<file path="config.mk">
export PLATFORM = sky130hd
export DESIGN_NAME = mem_access_ctrl
export DESIGN_NICKNAME = d
export VERILOG_FILES = /design/src/rtl/mem_access_ctrl.sv
export SDC_FILE = /design/constraint.sdc
export NUM_CORES = 1
export LEC_CHECK = 0
export CAP_MARGIN = 20
export CORE_UTILIZATION = 55
export CTS_CLUSTER_DIAMETER = 80
export DETAILED_ROUTE_END_ITERATION = 16
export DONT_BUFFER_PORTS = 1
export MAX_ROUTING_LAYER = met4
export PLACE_DENSITY = 0.8
export SLEW_MARGIN = 0
export SYNTH_ARGS = -nofsm -noshare
export SYNTH_HDL_FRONTEND = slang
export SYNTH_SLANG_ARGS = --single-unit
</file>
<file path="constraint.sdc">
create_clock -name i_clk -period 1.6 [get_ports i_clk]
set_input_delay 0.4 -clock i_clk [delete_from_list [all_inputs] [get_ports i_clk]]
set_output_delay 0.4 -clock i_clk [all_outputs]
set_load 0.05 [all_outputs]
</file>
<file path="src/rtl/mem_access_ctrl.sv">
// mem_access_ctrl: RV32I data-memory request/ack sequencer with load extension.
// Optional bus timeout fault is compiled in with `define MEM_TIMEOUT_EN.
module mem_access_ctrl #(
  parameter int TIMEOUT_CYCLES = 16
) (
  input  logic        i_clk,
  input  logic        i_rst_n,
  input  logic        i_memReq,
  input  logic        i_memWrite,
  input  logic [2:0]  i_funct3,
  input  logic [31:0] i_addr,
  input  logic [31:0] i_wdata,
  output logic        o_stall,
  output logic        o_busReq,
  output logic        o_busWrite,
  output logic [31:0] o_busAddr,
  output logic [3:0]  o_busByteEn,
  output logic [31:0] o_busWdata,
  input  logic        i_busAck,
  input  logic [31:0] i_busRdata,
  output logic [31:0] o_rdata,
  output logic        o_rdValid,
  output logic        o_misaligned,
  output logic        o_busErr
);
  typedef enum logic [1:0] {
    S_IDLE,
    S_REQ,
    S_DONE,
    S_FAULT
  } state_t;

  state_t      r_state;
  state_t      w_next;
  logic [29:0] r_waddr;
  logic [1:0]  r_off;
  logic [3:0]  r_be;
  logic [31:0] r_wdata;
  logic        r_write;
  logic [2:0]  r_f3;
  logic [31:0] r_rdata;

  logic        w_legal;
  logic        w_misal;
  logic        w_ok;
  logic        w_timeout;
  logic [3:0]  w_be;
  logic [31:0] w_wd;
  logic [7:0]  w_byte;
  logic [15:0] w_half;
  logic [31:0] w_ext;

  if (TIMEOUT_CYCLES < 1 || TIMEOUT_CYCLES > 255) begin : g_bad_to
    $error("TIMEOUT_CYCLES must be 1..255");
  end

  // Size decode for the request presented in IDLE
  always_comb begin
    w_be    = 4'b1111;
    w_wd    = i_wdata;
    w_misal = 1'b0;
    unique case (1'b1)
      i_funct3[1:0] == 2'b00: begin
        w_be = 4'b0001 << i_addr[1:0];
        w_wd = {4{i_wdata[7:0]}};
      end
      i_funct3[1:0] == 2'b01: begin
        w_be    = 4'b0011 << i_addr[1:0];
        w_wd    = {2{i_wdata[15:0]}};
        w_misal = i_addr[0];
      end
      i_funct3[1:0] == 2'b10: w_misal = |i_addr[1:0];
      default: ;
    endcase
  end

  assign w_legal = (i_funct3[1:0] != 2'b11) &&
                   (!i_funct3[2] ||
                    (!i_memWrite && i_funct3[1:0] != 2'b10));
  assign w_ok    = w_legal && !w_misal;

  assign w_byte = 8'(i_busRdata >> {r_off, 3'b000});
  assign w_half = r_off[1] ? i_busRdata[31:16] : i_busRdata[15:0];

  always_comb begin
    w_ext = i_busRdata;
    unique case (1'b1)
      r_f3[1:0] == 2'b00:
        w_ext = {{24{~r_f3[2] & w_byte[7]}}, w_byte};
      r_f3[1:0] == 2'b01:
        w_ext = {{16{~r_f3[2] & w_half[15]}}, w_half};
      default: ;
    endcase
  end

`ifdef MEM_TIMEOUT_EN
  logic [7:0] r_cnt;
  logic       r_toErr;

  assign w_timeout = (r_cnt == 8'(TIMEOUT_CYCLES - 1));

  always_ff @(posedge i_clk or negedge i_rst_n) begin
    if (!i_rst_n) begin
      r_cnt   <= '0;
      r_toErr <= 1'b0;
    end else begin
      if (r_state != S_REQ)
        r_cnt <= '0;
      else if (!i_busAck)
        r_cnt <= r_cnt + 8'd1;
      if (r_state == S_IDLE)
        r_toErr <= 1'b0;
      else if (r_state == S_REQ && w_timeout && !i_busAck)
        r_toErr <= 1'b1;
    end
  end

  assign o_busErr     = (r_state == S_FAULT) && r_toErr;
  assign o_misaligned = (r_state == S_FAULT) && !r_toErr;
`else
  assign w_timeout    = 1'b0;
  assign o_busErr     = 1'b0;
  assign o_misaligned = (r_state == S_FAULT);
`endif

  always_comb begin
    w_next = r_state;
    unique case (r_state)
      S_IDLE:
        if (i_memReq) w_next = w_ok ? S_REQ : S_FAULT;
      S_REQ:
        if (i_busAck)       w_next = S_DONE;
        else if (w_timeout) w_next = S_FAULT;
      S_DONE:  w_next = S_IDLE;
      S_FAULT: w_next = S_IDLE;
      default: w_next = S_IDLE;
    endcase
  end

  always_ff @(posedge i_clk or negedge i_rst_n) begin
    if (!i_rst_n) begin
      r_state <= S_IDLE;
      r_waddr <= '0;
      r_off   <= '0;
      r_be    <= '0;
      r_wdata <= '0;
      r_write <= 1'b0;
      r_f3    <= '0;
      r_rdata <= '0;
    end else begin
      r_state <= w_next;
      if (r_state == S_IDLE && i_memReq && w_ok) begin
        r_waddr <= i_addr[31:2];
        r_off   <= i_addr[1:0];
        r_be    <= w_be;
        r_wdata <= w_wd;
        r_write <= i_memWrite;
        r_f3    <= i_funct3;
      end
      if (r_state == S_REQ && i_busAck && !r_write)
        r_rdata <= w_ext;
    end
  end

  // Stall is forced low during reset so the pipeline is released at once
  assign o_stall     = i_rst_n &&
                       ((r_state == S_IDLE && i_memReq) ||
                        r_state == S_REQ);
  assign o_busReq    = (r_state == S_REQ);
  assign o_busWrite  = (r_state == S_REQ) && r_write;
  assign o_busAddr   = {r_waddr, 2'b00};
  assign o_busByteEn = r_be;
  assign o_busWdata  = r_wdata;
  assign o_rdata     = r_rdata;
  assign o_rdValid   = (r_state == S_DONE) && !r_write;
endmodule
</file>
==> impl_metrics.tcl <==
set metrics [dict create \
    synth.distinct_cells 41 \
    vias 3741 \
    reg2reg_from "r_state[1]" \
    die_h_microns 98.4 \
    cp.required_ns 1.84 \
    synth-edff-count 0 \
    grt_max_degree 108 \
    cts_buffers 9 \
    seq_area_sq_um 2650 \
    drtIter0Drc 193 \
    cp_slowest_cell "mux2_2" \
    synthCells 435 \
    rows 34 \
    regToRegEndpoint "o_busWdata[13]" \
    internal-power_mw 7.58 \
    syn_to_final_growth_pct 23.7 \
    io-pin-count 210 \
    syn-cell-area_sq_um 5110 \
    cts_tree "yes" \
    totalNegativeSetupSlack_ns -11.13 \
    violations "design-rule violations, negative hold slack, negative setup slack" \
    peakVddDrop_uv 1390 \
    critPathArrivalTime_ns 2.02 \
    wl_per_cell_microns 24.7 \
    worstSkewPairLatency_ns 0.36 \
    power.switching_mw 8.67 \
    power.share.clock 0.100 \
    syn-mean-instance-area_sq_um 11.8 \
    multiInputGateArea_sq_um 2680 \
    crit_chain "inv_1 -> ha_2 -> o21ai_1 -> nand2b_1 -> nor4b_4 -> buf_6 -> buf_12 -> buf_16 -> mux2_2" \
    path_clk_slew_ns 0.11 \
    utilization 0.715 \
    skew_ns 0.0174 \
    die_w_microns 98.4 \
    critPathBufInv 4 \
    r2r_slack_ns -0.16 \
    switching_share 0.534 \
    ant_nets 0 \
    reg2reg_depth 6 \
    die-area_sq_um 9690 \
    fp.coreArea_sq_um 8850 \
    yosysWarningCount 0 \
    htreeDepth 3 \
    yosys.area.top_type "dfrtp_1" \
    synth-seq-cells 106 \
    yosysSeqAreaShare 0.519 \
    pwr-share-seq 0.585 \
    n_fill_cell 598 \
    drv_slew 0 \
    fmax_ghz 0.564 \
    dp_hpwl_mm 8.40 \
    grt_overflow 0 \
    grt_pass1_wl_mm 20.2 \
    worst_slack_ns -0.175 \
    num_antenna_cells 0 \
    p_leak_nw 2.83 \
    max_stage_delay_ns 0.33 \
    min_period_ns 1.77 \
    ys_top_cells_by_count "dfrtp_1, mux2_2, a21oi_1" \
    drtPass1Iterations 14 \
    portBuffers 0 \
    powerDensity_nw_per_um2 2570 \
    period_share 1.11 \
    drive_gt1_frac 0.388 \
    grt_setup_unrepaired "yes" \
    path_class "in -> reg" \
    hold_ws_ns -0.286 \
    dp.cells 537 \
    root_buffer "clkbuf_8" \
    relSlewSlack 0.634 \
    routed_wl_mm 14.1 \
    synth.most_common_cell "dfrtp_1" \
    synthTopCellsByArea "dfrtp_1, mux2_2, a21oi_1" \
    synth_top_area_frac 0.519 \
    drc_errors 12 \
    pwr-share-comb 0.314 \
    antenna_found_initial 0 \
    path_max_fanout 7 \
    tightest_slew_ns 0.546 \
    path_delay_family "buffers and inverters" \
    setup.worst_path.start_class "primary input" \
    start_util 0.578 \
    first_global_vias 3831 \
    track_usage 0.279 \
    nets 567 \
    place.gp.congestion 0.911 \
    hp-class "in -> async" \
    setup_viol 78 \
    p_total_mw 16.2 \
    async_flop_share 1.00 \
    max_cap_violations 0 \
    status "finished, violations left" \
    ys.flop_type "dfrtp_1" \
    hold_viol_final 106 \
    via_per_inst 6.54 \
    cts.sinks 106 \
    cts_buffer_depth 2 \
    fin_cells 572 \
    end_kind "flip-flop" \
]
[logic make-up after synthesis]
family	share of synthesized area
AO/OA/AOI/OAI	0.142
buffers and inverters	0.0443
AND/OR/NAND/NOR	0.0788
other	0.000733
multiplexers	0.205
flip-flops	0.519
adder cells (fa/ha/maj)	0.00979
[final cells by class]
cell class                 count  share of cell area
multi-input combinational    295               0.423
sequential                   106               0.420
timing repair buffer          44               0.102
clock buffer                  11              0.0239
tap                          108              0.0214
clock inverter                 5             0.00712
inverter                       3             0.00297
[layer usage]
metal / routed length, microns / global-route usage / part of all wire / vias to the layer above
met5: 0 / - / 0 / -
met4: 323 / 0.108 / 0.023 / 0
met3: 1360 / 0.0709 / 0.096 / 25
met2: 7100 / 0.457 / 0.50 / 220
met1: 5340 / 0.334 / 0.38 / 1890
li1: - / - / - / 1606
[power by group through the flow]
stage | logic [mW] | clock network, mW | registers [mW]
2_1_floorplan | 3.03 | 0 | 9.13
3_3_place_gp | 3.52 | 0 | 9.44
3_5_place_dp | 3.69 | 0 | 9.47
4_1_cts | 4.25 | 1.67 | 9.45
5_1_grt | 5.46 | 1.77 | 9.63
6_report | 5.11 | 1.63 | 9.51
[cell usage in the layout (no fill, tap or decap), drive strengths merged]
| cell | synthesis | layout |
|---|---|---|
| o22a | 7 | 7 |
| nor2 | 30 | 30 |
| a21boi | 1 | 1 |
| mux2i | 16 | 16 |
| buf | 18 | 39 |
| a22o | 8 | 8 |
| inv | 3 | 5 |
| nand3b | 2 | 2 |
| nor3b | 2 | 2 |
| mux4 | 1 | 1 |
| or2b | 1 | 1 |
| a31oi | 1 | 1 |
| nand3 | 2 | 2 |
| nor2b | 2 | 2 |
| and2 | 2 | 2 |
| o211ai | 7 | 7 |
| clkinvlp | 0 | 1 |
| a2111o | 1 | 2 |
| clkbuf | 16 | 16 |
| conb | 1 | 3 |
| a211o | 1 | 1 |
| o21bai | 1 | 1 |
| ha | 4 | 4 |
| o21ai | 17 | 17 |
| dfrtp | 106 | 106 |
| nand2 | 27 | 27 |
| a21oi | 50 | 50 |
| nor4b | 1 | 1 |
| mux2 | 77 | 77 |
| and4bb | 1 | 1 |
| and3 | 7 | 7 |
| nand2b | 5 | 5 |
| clkinv | 0 | 2 |
| a22oi | 15 | 15 |
| nand4bb | 1 | 1 |
| or2 | 1 | 1 |
[registers in the layout (all words and copies together) (netlist names)]
signal,flops
o_busWdata,32
o_rdata,32
r_waddr,30
o_busByteEn,4
r_f3,3
r_off,2
r_state,2
r_write,1
[how the worst max path moves through the flow]
stage                           start              to  slack (ns)  cells past startpoint
final                     i_funct3[0]  o_busWdata[13]       -0.17                      9
after global routing       r_state[1]      o_busWrite       -0.21                      4
after CTS                  r_state[1]         o_stall       -0.17                      4
after detailed placement  i_funct3[0]  o_busWdata[26]       -0.55                      7
after global placement    i_funct3[0]   o_busWdata[8]       -0.48                      7
after floorplan           i_funct3[1]  o_busByteEn[0]       -0.34                      8
[per-stage QoR]
stage	hold WS [ns]	cell area [sq um]	worst slack, ns
finish	-0.286	6330	-0.175
global route	-0.309	6330	-0.208
CTS	-0.299	5920	-0.171
detailed placement	0.109	5380	-0.554
global placement	0.109	5380	-0.476
floorplan	0.104	5230	-0.337
[timing repair]
action	CTS	global route
endpoints found under the hold margin	106	106
cloned	6	5
gates resized for setup	35	81
setup endpoints to repair	92	107
setup buffers	8	1
pin swaps	4	4
Power figures use the tool's default switching activity.
